--- src/rtl/mux2_rr_arbiter.sv ---
// mux2_rr_arbiter: two valid/ready requesters share one Mux2 datapath.
// A round-robin grant drives the mux select, and the chosen beat is captured in
// a 1-entry output register. The output register loads when it is empty or
// being drained.
// Optional packet mode: define MUX2_RR_ARBITER_LAST_EN. This adds the
// I0_last/I1_last/O_last ports. It also holds the grant on one source until
// that source sends its last beat.
module mux2_rr_arbiter #(
  parameter int WIDTH = 1
) (
  input  logic             CLK,
  input  logic             ASYNCRESETN,
  input  logic             I0_valid,
  input  logic [WIDTH-1:0] I0_data,
  output logic             I0_ready,
  input  logic             I1_valid,
  input  logic [WIDTH-1:0] I1_data,
  output logic             I1_ready,
  output logic             O_valid,
  output logic [WIDTH-1:0] O_data,
  output logic             O_sel,
  input  logic             O_ready
`ifdef MUX2_RR_ARBITER_LAST_EN
  ,
  input  logic             I0_last,
  input  logic             I1_last,
  output logic             O_last
`endif
);

  typedef enum logic [1:0] {
    IDLE  = 2'd0,
    LOCK0 = 2'd1,
    LOCK1 = 2'd2
  } state_t;

  state_t state;
  logic   ptr;        // source that won the last arbitration; the other wins the next tie
  logic   load;       // output register can take a beat this cycle
  logic   grant;      // mux select / granted source
  logic   grant_vld;  // granted source actually has a beat
  logic   accept;     // a beat moves into the output register this cycle
  logic   acc_last;   // accepted beat ends its packet

  // Grant selection, mux select and ready generation
  always_comb begin
    load      = ~O_valid | O_ready;
    grant     = 1'b0;
    grant_vld = 1'b0;
    case (state)
      LOCK0: begin
        grant     = 1'b0;
        grant_vld = I0_valid;
      end
      LOCK1: begin
        grant     = 1'b1;
        grant_vld = I1_valid;
      end
      default: begin
        grant_vld = I0_valid | I1_valid;
        if (I0_valid & I1_valid) grant = ~ptr;
        else                     grant = I1_valid;
      end
    endcase
    // Readys are forced low while reset is held
    accept   = ASYNCRESETN & load & grant_vld;
    I0_ready = accept & ~grant;
    I1_ready = accept & grant;
  end

`ifdef MUX2_RR_ARBITER_LAST_EN
  assign acc_last = grant ? I1_last : I0_last;

  // Packet lock: stay on the granted source until its last beat is accepted
  always_ff @(posedge CLK or negedge ASYNCRESETN) begin
    if (!ASYNCRESETN) begin
      state <= IDLE;
    end else if (accept) begin
      case (state)
        IDLE: begin
          if (!acc_last) state <= grant ? LOCK1 : LOCK0;
        end
        default: begin
          if (acc_last) state <= IDLE;
        end
      endcase
    end
  end
`else
  // Every beat is its own packet, so arbitration never locks
  assign acc_last = 1'b1;
  assign state    = IDLE;
`endif

  // Output register and round-robin pointer
  always_ff @(posedge CLK or negedge ASYNCRESETN) begin
    if (!ASYNCRESETN) begin
      O_valid <= 1'b0;
      O_data  <= '0;
      O_sel   <= 1'b0;
      ptr     <= 1'b1;
`ifdef MUX2_RR_ARBITER_LAST_EN
      O_last  <= 1'b0;
`endif
    end else if (accept) begin
      O_data  <= grant ? I1_data : I0_data;
      O_sel   <= grant;
      O_valid <= 1'b1;
      if (acc_last) ptr <= grant;
`ifdef MUX2_RR_ARBITER_LAST_EN
      O_last  <= acc_last;
`endif
    end else if (O_ready) begin
      O_valid <= 1'b0;
    end
  end

endmodule

--- config.mk ---
export PLATFORM = sky130hd
export DESIGN_NAME = mux2_rr_arbiter
export DESIGN_NICKNAME = d
export VERILOG_FILES = /design/src/rtl/mux2_rr_arbiter.sv
export SDC_FILE = /design/constraint.sdc
export NUM_CORES = 1
export LEC_CHECK = 0
export CAP_MARGIN = 30
export CORE_AREA = 2 2 39 41
export CTS_BUF_LIST = sky130_fd_sc_hd__clkbuf_16
export CTS_CLUSTER_SIZE = 40
export DETAILED_ROUTE_END_ITERATION = 8
export DIE_AREA = 0 0 41 43
export PLACE_DENSITY = 0.49
export SYNTH_ARGS = -nofsm -noshare
export SYNTH_HDL_FRONTEND = slang
export SYNTH_SLANG_ARGS = --single-unit
--- constraint.sdc ---
create_clock -name CLK -period 1 [get_ports CLK]
set_input_delay 0.2 -clock CLK [delete_from_list [all_inputs] [get_ports CLK]]
set_output_delay 0.2 -clock CLK [all_outputs]
set_load 0.005 [all_outputs]
==> impl_metrics.ini <==
[global_routing]
grt_pass1_wl_mm = 1.27
grt_overflow = 0
grt_max_degree = 6
first_global_vias = 296
antenna_found_initial = 0
grt_usage_pct = 12.1

[critical_path]
required_ns = 0.80
arrival_ns = 1.05
cp_cell_sequence = a21bo_1 -> nor2_1 -> buf_2
slowest_stage = dfstp_2
critical_path_class = flip-flop to output port
end_kind = output port
slowest_delay_ns = 0.54
cp_max_fo = 3
cp-start-kind = flip-flop

[cells_and_area]
syn2layout_area_growth_pct = 179
nFillCells = 139
drive_gt1_share_pct = 63.0
n_antenna_cell = 0
final_area_um2 = 573
nets = 62
finish.utilization_pct = 41.4

[timing]
tightest_slew_ns = 0.234
setup_ws_ns = -0.253
slew_violations = 0
max_freq_ghz = 0.798
rsz0062_at_grt = true
skew_ns = 0.00404
setup_viol = 5
fin_crit_ns = 1.25
fin_crit_sh_pct = 125
relSlewSlack_pct = 84.4
hold_violations = 0

[run_status]
violations = negative setup slack
status = finished, violations left

[hold_path]
min-delay-path-class = input pin to async pin

[run]
cap_violations = 0

[synth]
ys_ff_latch = 4
netlist_top_cells_area = dfrtp_1 37%, dfstp_2 13%, a31oi_1 9.1%
netlist_top_cells_count = 3 x a31oi_1, 3 x dfrtp_1, 3 x nand2_1
synth_top_area_share_pct = 36.6
synth_cell_types = 14
synth-main-ff-cell = dfrtp_1
synth_xor_area_share_pct = 0
synth_compound_area_share_pct = 26.8
synth_top_family_by_area = compound AO/OA/AOI/OAI gates
yosysWarningCount = 0
avgSynthCellArea_um2 = 9.77
synth_edf_count = 0
yosysSeqAreaShare_pct = 49.4
yosys.area_share.simple_pct = 22.0
synthMuxAreaShare_pct = 0
synth_cells = 21
syn_nets = 28
async_reset_ff_share_pct = 100
synth-adder-area-share_pct = 0
synthesis.area_um2 = 205
synth_largest_area_cell = dfrtp_1

[die]
die_h_um = 43
chipWidth_um = 41
coreArea_mm2 = 0.00138
dieArea_mm2 = 0.00176
start_util_pct = 14.8
io_pins = 12
rows = 14

[clocking]
cts_max_level = 1
clk_latency_ns = 0.23
clock_sinks = 4
postCtsHoldBufs = 0
cts_tree = built
path_clk_slew_ns = 0.03
cts_buffers = 3
cts_buffer_depth = 2
clockRootBuffer = clkbuf_16

[power]
p_leak_nw = 0.282
p_per_area_mw_per_mm2 = 1980
peakVddDrop_mv = 0.992

[detailed_routing]
wl_per_cell_um = 11.4
ant_nets = 0
routed_via_density = 4.23
firstDrtPassIters = 2
drc_errors = 0
vias = 296
drt-total-wl_um = 797
drt_iter0_drc = 1

[place]
gp_congestion = 0.717
hpwl_um = 530
io_buffers = 11
place_area_um2 = 410
## layout by cell type, fill, tap and decap left out, types with 2 or more instances in the layout
cell type,synthesis,final
dlygate4sd2_1,0,4
buf_6,0,4
buf_4,0,14
clkdlybuf4s50_1,0,2
a31oi_1,3,3
nand2_1,3,2
buf_2,0,5
inv_1,1,2
dfrtp_1,3,3
clkbuf_16,0,3
## per-layer routing
layer,up-vias,share of wire [%],track usage [%]
met5,-,0,0
met2,8,53,15.9
met3,3,7.8,9.42
li1,149,-,-
met1,136,36,11.6
met4,0,3.4,10.0
## sequential cells by signal (all words and copies together) (netlist names)
name and flops:
O_data 1, O_sel 1, O_valid 1, ptr 1
## per-stage QoR
step                TNS (ns)  hold WS, ns  instances  power (mW)  setup WS (ns)
floorplan           -0.00549      -0.0956         21       0.285       -0.00549
global placement       -2.75        0.481         58       0.429         -0.714
detailed placement     -2.83        0.481         58       0.434         -0.725
CTS                   -0.815       0.0908         67        1.13         -0.251
global route           -1.22        0.172         70        1.20         -0.290
finish                -0.923        0.159         70        1.14         -0.253
## power breakdown
group	internal, mW	switching (mW)
clock network	0.518	0.132
logic	0.165	0.0957
registers	0.203	0.0230
total	0.885	0.251
## worst max-delay path: cells and delay by family, from the launching register on
kind / cells / cell delay [ns]
simple gates: 1 / 0.04
flops: 1 / 0.54
compound gates: 1 / 0.13
buf+inv: 1 / 0.12
## path summary, 6_finish.rpt
kind,startpoint,end,slack [ns],depth (start not counted)
setup / recovery,ptr$_DFFE_PN1P_,I1_ready,-0.25,3
hold / removal,ASYNCRESETN,O_sel$_DFFE_PN0P_,0.16,2
setup reg to reg,ptr$_DFFE_PN1P_,O_data$_DFFE_PN0P_,-0.23,6
hold reg to reg,O_sel$_DFFE_PN0P_,O_sel$_DFFE_PN0P_,0.49,1
max in group asynchronous,ASYNCRESETN,ptr$_DFFE_PN1P_,0.65,2
min in group CLK,O_sel$_DFFE_PN0P_,O_sel$_DFFE_PN0P_,0.49,1
## timing repair
action,in CTS,in global routing
buffers inserted,7,3
pin swaps,4,4
gates resized for setup,30,5
setup endpoints to repair,9,6
## area by class of cell
class / instances / area, um2 / share of cell area [%]
clock buffer: 3 / 75.1 / 13.1
clock inverter: 1 / 3.75 / 0.655
inverter: 1 / 3.75 / 0.655
multi-input combinational: 16 / 139 / 24.2
sequential: 4 / 101 / 17.7
tap: 16 / 20.0 / 3.49
timing repair buffer: 29 / 230 / 40.2
## logic make-up after synthesis
kind of cell | after synthesis
DFF | 4
buffers and inverters | 1
AOI/OAI and AO/OA | 7
and+or+nand+nor | 9
Note: power is estimated with default switching activity, not from simulation.
